File: config.mk
export PLATFORM = sky130hd
export DESIGN_NAME = lp805x_randchk_flat
export DESIGN_NICKNAME = d
export VERILOG_FILES = /design/src/rtl/lp805x_randchk_if.sv /design/src/rtl/lp805x_randchk.sv /design/src/flat_wrapper.sv
export SDC_FILE = /design/constraint.sdc
export NUM_CORES = 1
export LEC_CHECK = 0
export ABC_AREA = 1
export CELL_PAD_IN_SITES_DETAIL_PLACEMENT = 1
export CELL_PAD_IN_SITES_GLOBAL_PLACEMENT = 1
export CORE_UTILIZATION = 44
export CTS_CLUSTER_SIZE = 8
export DETAILED_ROUTE_END_ITERATION = 7
export PLACE_DENSITY = 0.86
export SLEW_MARGIN = 20
export SYNTH_ARGS = -nofsm -noshare
export SYNTH_HDL_FRONTEND = slang
export SYNTH_SLANG_ARGS = --single-unit
File: constraint.sdc
create_clock -name clk -period 2.9 [get_ports clk]
set_input_delay 0.435 -clock clk [delete_from_list [all_inputs] [get_ports clk]]
set_output_delay 0.435 -clock clk [all_outputs]
set_load 0.02 [all_outputs]
File: src/rtl/lp805x_randchk_if.sv
// Receive-side stream bus into the LFSR checker: one generator word per valid cycle,
// plus a one-cycle resync request. There is no ready; the checker accepts every valid word.
interface lp805x_randchk_if;
    logic        valid_i;
    logic [31:0] number_i;
    logic        resync_i;

    modport master (output valid_i, output number_i, output resync_i);
    modport slave  (input  valid_i, input  number_i, input  resync_i);
endinterface

File: src/rtl/lp805x_randchk.sv
// Checker for the lp805x_rand Galois LFSR stream: seeds from the first non-zero word,
// confirms the seed over LOCK_CNT matches, then flywheels and counts mismatches.
module lp805x_randchk #(
    parameter logic [31:0] POLY     = 32'h80200003,
    parameter int unsigned LOCK_CNT = 4,
    parameter int unsigned MISS_MAX = 3
) (
    input  logic                clk,
    input  logic                reset,
    lp805x_randchk_if.slave     rx,
    output logic                locked_o,
    output logic                err_o,
    output logic [15:0]         err_cnt_o,
    output logic [1:0]          state_o
);

    typedef enum logic [1:0] {
        HUNT   = 2'b00,
        VERIFY = 2'b01,
        LOCKED = 2'b10
    } state_e;

    localparam logic [3:0] LOCK_N = LOCK_CNT[3:0];
    localparam logic [3:0] MISS_N = MISS_MAX[3:0];

    function automatic logic [31:0] lfsr_next(input logic [31:0] s);
        lfsr_next = {s[30:0], 1'b0} ^ (s[31] ? POLY : 32'h0);
    endfunction

    state_e      state_q;
    logic [31:0] exp_q;
    logic [3:0]  run_q;
    logic [3:0]  miss_q;
    logic        locked_q;
    logic        err_q;
    logic [15:0] err_cnt_q;
    logic [15:0] err_cnt_d;
    logic        match;

    assign match     = (rx.number_i == exp_q);
    assign err_cnt_d = (err_cnt_q == 16'hFFFF) ? err_cnt_q : err_cnt_q + 16'd1;

    always_ff @(posedge clk or negedge reset) begin
        if (!reset) begin
            state_q   <= HUNT;
            exp_q     <= 32'h0;
            run_q     <= 4'd0;
            miss_q    <= 4'd0;
            locked_q  <= 1'b0;
            err_q     <= 1'b0;
            err_cnt_q <= 16'h0;
        end else begin
            err_q <= 1'b0;
            // Resync beats a same-cycle word; the error count survives it.
            if (rx.resync_i) begin
                state_q  <= HUNT;
                exp_q    <= 32'h0;
                run_q    <= 4'd0;
                miss_q   <= 4'd0;
                locked_q <= 1'b0;
            end else if (rx.valid_i) begin
                case (state_q)
                    HUNT: begin
                        if (rx.number_i != 32'h0) begin
                            state_q <= VERIFY;
                            exp_q   <= lfsr_next(rx.number_i);
                            run_q   <= 4'd0;
                        end
                    end
                    VERIFY: begin
                        if (match) begin
                            exp_q <= lfsr_next(exp_q);
                            if (run_q + 4'd1 == LOCK_N) begin
                                state_q  <= LOCKED;
                                locked_q <= 1'b1;
                                run_q    <= 4'd0;
                                miss_q   <= 4'd0;
                            end else begin
                                run_q <= run_q + 4'd1;
                            end
                        end else if (rx.number_i != 32'h0) begin
                            exp_q <= lfsr_next(rx.number_i);
                            run_q <= 4'd0;
                        end else begin
                            state_q <= HUNT;
                            exp_q   <= 32'h0;
                            run_q   <= 4'd0;
                        end
                    end
                    LOCKED: begin
                        // Flywheel: the prediction advances regardless of the data.
                        exp_q <= lfsr_next(exp_q);
                        if (match) begin
                            miss_q <= 4'd0;
                        end else begin
                            err_q     <= 1'b1;
                            err_cnt_q <= err_cnt_d;
                            if (miss_q + 4'd1 == MISS_N) begin
                                state_q  <= HUNT;
                                locked_q <= 1'b0;
                                miss_q   <= 4'd0;
                                run_q    <= 4'd0;
                            end else begin
                                miss_q <= miss_q + 4'd1;
                            end
                        end
                    end
                    default: begin
                        state_q  <= HUNT;
                        locked_q <= 1'b0;
                    end
                endcase
            end
        end
    end

    assign locked_o  = locked_q;
    assign err_o     = err_q;
    assign err_cnt_o = err_cnt_q;
    assign state_o   = state_q;

endmodule

File: src/flat_wrapper.sv
// flat-port wrapper written by rule: the top's interface ports become plain ports
module lp805x_randchk_flat 
#(
    parameter logic [31:0] POLY     = 32'h80200003,
    parameter int unsigned LOCK_CNT = 4,
    parameter int unsigned MISS_MAX = 3
)
  (clk, reset, locked_o, err_o, err_cnt_o, state_o, rx_valid_i, rx_number_i, rx_resync_i);
  lp805x_randchk_if rx_i ();
  input  logic clk;
  input  logic reset;
  output logic locked_o;
  output logic err_o;
  output logic [15:0] err_cnt_o;
  output logic [1:0] state_o;
  input wire logic [$bits(rx_i.valid_i)-1:0] rx_valid_i;
  input wire logic [$bits(rx_i.number_i)-1:0] rx_number_i;
  input wire logic [$bits(rx_i.resync_i)-1:0] rx_resync_i;
  assign rx_i.valid_i = rx_valid_i;
  assign rx_i.number_i = rx_number_i;
  assign rx_i.resync_i = rx_resync_i;
  lp805x_randchk #(.POLY(POLY), .LOCK_CNT(LOCK_CNT), .MISS_MAX(MISS_MAX)) u_core (.clk(clk), .reset(reset), .rx(rx_i), .locked_o(locked_o), .err_o(err_o), .err_cnt_o(err_cnt_o), .state_o(state_o));
endmodule
==> out/qor_table.md <==
| Quantity | Reported |
|:---|:---|
| Post-route standard cell area excluding fillers | 5350 um^2 |
| Final Critical Period | 2.26 ns |
| Worst Setup Start Kind | input pin |
| Sequential cell area | 1500 um^2 |
| Final Hold Vio Count | 0 |
| Post-detailed-placement half-perimeter wirelength | 10000 um |
| Worst setup path class | input pin to flip-flop |
| Distinct cells, synth | 35 |
| Synth area leader | dfrtp_1 |
| Final worst path period share | 78.0% |
| Worst setup skew after layout | 0.0117 ns |
| Power per cell area | 522 nW/um^2 |
| Startpoint of the worst setup timing path | rx_number_i[30] |
| Floorplan row count | 36 |
| Largest net degree at the start of global routing | 62 |
| Clock slew at the register clock pins of the worst setup and hold paths | 0.07 ns |
| Die width | 103 um |
| Sequential-to-total area share from yosys stat | 33.6% |
| Critical register-to-register path startpoint | u_core.state_o[1]$_DFFE_PN0P_ |
| Worst max-slew margin expressed relative to the limit | 53.4% |
| FILL cells | 1310 |
| Residual overflow from global routing | 0 |
| Vias per Instance | 5.46 |
| Class of the tightest hold or removal check | input pin to async pin |
| Number of post-CTS setup repair buffers | 0 |
| CP arrival | 2.46 ns |
| Post-synthesis cell area | 4460 um^2 |
| Synthesized netlist cell count | 615 |
| Register-to-Register Setup Slack | 0.78 ns |
| Cell at the root of the clock tree | clkbuf_8 |
| Footprint of the multi-input gates | 2470 um^2 |
| Final setup violation count | 0 |
| Setup TNS after final layout | 0 ns |
| Post-cts hold buffer count | 0 |
| Count of placed standard cells including taps | 785 |
| Die ar. | 10600 um^2 |
| Port-buffer cells | 55 |
| Run status | complete, no violations |
| Final weighted congestion in routability-driven placement | 0.907 |
| Clock tree from TritonCTS | done |
| # Max-Cap Violations | 0 |
| Via count of the first global-routing pass | 4565 |
| Antenna violations before repair | 0 |
| Starting DRC count in detailed routing | 206 |
| Post-layout nets | 709 |
| Placed cell areas | 5100 um^2 |
| VDD IR-drop max | 0.000229 V |
| Synth top area cells | dfrtp_1 (34%), nand2_1 (13%), inv_1 (7.2%) |
| Total Routed Length | 13400 um |
| Number of standard cells in the final layout excluding fillers | 801 |
| Share of final-layout standard cells stronger than drive strength 1 | 6.89% |
| Detail-routed net length per standard cell | 16.8 um |
| Required time at the endpoint of the critical path | 3.10 ns |
| First-pass GRT wire length | 22200 um |
| CTS Sinks | 60 |
| Clock network latency to the later pin of the worst-skew pair | 0.35 ns |
| Category of the worst setup path capture point | flip-flop |
| DR DRC count | 0 |
| Syn Nets | 661 |
| Initial core utilization | 45.5% |
| Static Leakage | 0.00238 uW |
| Pre-Repair DR Iteration Count | 4 |
| Core box area | 9820 um^2 |
| Maximum fanout count along the critical path | 27 |
| Count of final max-slew check failures | 0 |
| Post-cts sizing count | 0 |
| Ys Warns | 0 |
| Fmax | 442 MHz |
| Io pins | 56 |
| Synth-to-Final Area Change | 19.8% |
| Worst reg2reg path endpoint | u_core.exp_q[28]$_DFFE_PN0P_ |
| Fraction of post-synthesis cell area in the top cell type by area | 33.6% |
| Num CTS Buffers | 9 |
| Cells on worst reg2reg path | 7 |
| Measured slew at the worst slew-check pin | 0.698 ns |
| Overall Global Routing Usage | 27.3% |
| RSZ-0062 raised after global routing | false |
| Flip-flop and latch count after synthesis | 60 |
| Number of buffers between clock root and the deepest sink | 2 |
| Vias | 4374 |
| Antenna diode instance count | 0 |
| Routed Antenna Nets | 0 |
| Height of the chip | 103 um |
| H-tree depth | 3 |
| Mean cell area of the mapped netlist | 7.26 um^2 |
-- worst max-delay path by stage --
stage,to,slack [ns],cells after the start
floorplan,u_core.exp_q[13]$_DFFE_PN0P_,1.00,9
global placement,u_core.err_cnt_o[7]$_DFFE_PN0P_,0.43,13
detailed placement,u_core.exp_q[14]$_DFFE_PN0P_,0.31,11
CTS,u_core.exp_q[0]$_DFFE_PN0P_,0.66,15
global route,u_core.exp_q[28]$_DFFE_PN0P_,0.46,11
finish,u_core.exp_q[28]$_DFFE_PN0P_,0.64,11
-- stage by stage --
stage,total power [uW],setup slack [ns],util [%],hold WS [ns]
floorplan,1560,1.00,-,0.139
global placement,1780,0.429,51.9,0.488
detailed placement,1820,0.305,51.9,0.500
CTS,2810,0.664,54.5,0.149
global route,2930,0.463,54.5,0.191
finish,2790,0.638,54.5,0.119
-- layout by cell type, fill, tap and decap left out, types with 5 or more instances in the layout --
cell type / instances
clkbuf_8: 11
ha_1: 10
xnor2_1: 32
inv_2: 5
nand2_1: 153
inv_1: 86
o21ai_1: 25
o21ai_0: 21
dfrtp_1: 60
nand4_1: 9
o221ai_1: 27
xor2_1: 11
buf_4: 5
clkdlybuf4s50_1: 54
nor2_1: 51
nand3_1: 40
o211ai_1: 27
-- cell families (layout without fill, tap and decap cells) --
kind of cell,Yosys count,after routing,share of synthesized area [%]
buffers and inverters,116,169,11.1
adders and majority gates,10,10,2.80
and+or+nand+nor,279,279,27.7
xor gates and xnor gates,44,44,8.80
DFF,60,60,33.6
AOI/OAI and AO/OA,106,106,15.9
-- cell type report --
type | instances | share of cell area (%)
inverter | 91 | 6.38
multi-input combinational | 439 | 46.1
clock buffer | 12 | 2.90
sequential | 60 | 28.1
timing repair buffer | 62 | 11.6
clock inverter | 4 | 1.78
tap | 133 | 3.11
-- critical path: stages --
cell             delay [ns]
clkdlybuf4s50_1        0.55
inv_1                  0.07
ha_1                   0.19
nand3_1                0.08
nor2_1                 0.06
nand2_1                0.15
nor2_2                 0.08
nand2_2                0.09
nand3_4                0.14
inv_2                  0.44
o21ai_0                0.18
-- synthesized netlist by cell type --
| cell type | number |
|---|---|
| nand2_1 | 153 |
| inv_1 | 86 |
| dfrtp_1 | 60 |
| nor2_1 | 51 |
| nand3_1 | 40 |
| xnor2_1 | 32 |
| o211ai_1 | 27 |
| o221ai_1 | 27 |
| o21ai_1 | 25 |
| o21ai_0 | 21 |
| clkbuf_1 | 12 |
| xor2_1 | 11 |
| ha_1 | 10 |
| nand4_1 | 9 |
| buf_6 | 6 |
| inv_2 | 5 |
| nor2_2 | 4 |
| nor2_4 | 4 |
| buf_4 | 3 |
| nand2_2 | 3 |
| nor3_1 | 3 |
| nor3_2 | 3 |
| o21bai_1 | 3 |
| a21oi_1 | 2 |
| buf_2 | 2 |
| nand2_4 | 2 |
| nand3b_1 | 2 |
| nor3b_1 | 2 |
| a221oi_1 | 1 |
| buf_1 | 1 |
| clkbuf_2 | 1 |
| nand3_4 | 1 |
| nor4_1 | 1 |
| or2_1 | 1 |
| xnor2_2 | 1 |
-- flip-flops by register name (all words and copies together) (netlist names) --
| signal | cells |
|---|---|
| u_core.err_o | 1 |
| u_core.exp_q | 32 |
| u_core.run_q | 4 |
| u_core.state_o | 2 |
| u_core.miss_q | 4 |
| u_core.locked_o | 1 |
| u_core.err_cnt_o | 16 |
-- power breakdown --
group | switching, uW | internal (uW)
logic | 507 | 299
clock network | 352 | 617
registers | 84.4 | 931
total | 943 | 1850
-- routing by layer --
metal,vias to the layer above,global-route usage [%],part of all wire [%]
met2,88,47.7,50
met5,-,0,0
met4,0,9.12,1.4
met1,2164,35.1,46
met3,14,2.78,2.9
li1,2108,-,-
Note: power is estimated with default switching activity, not from simulation.
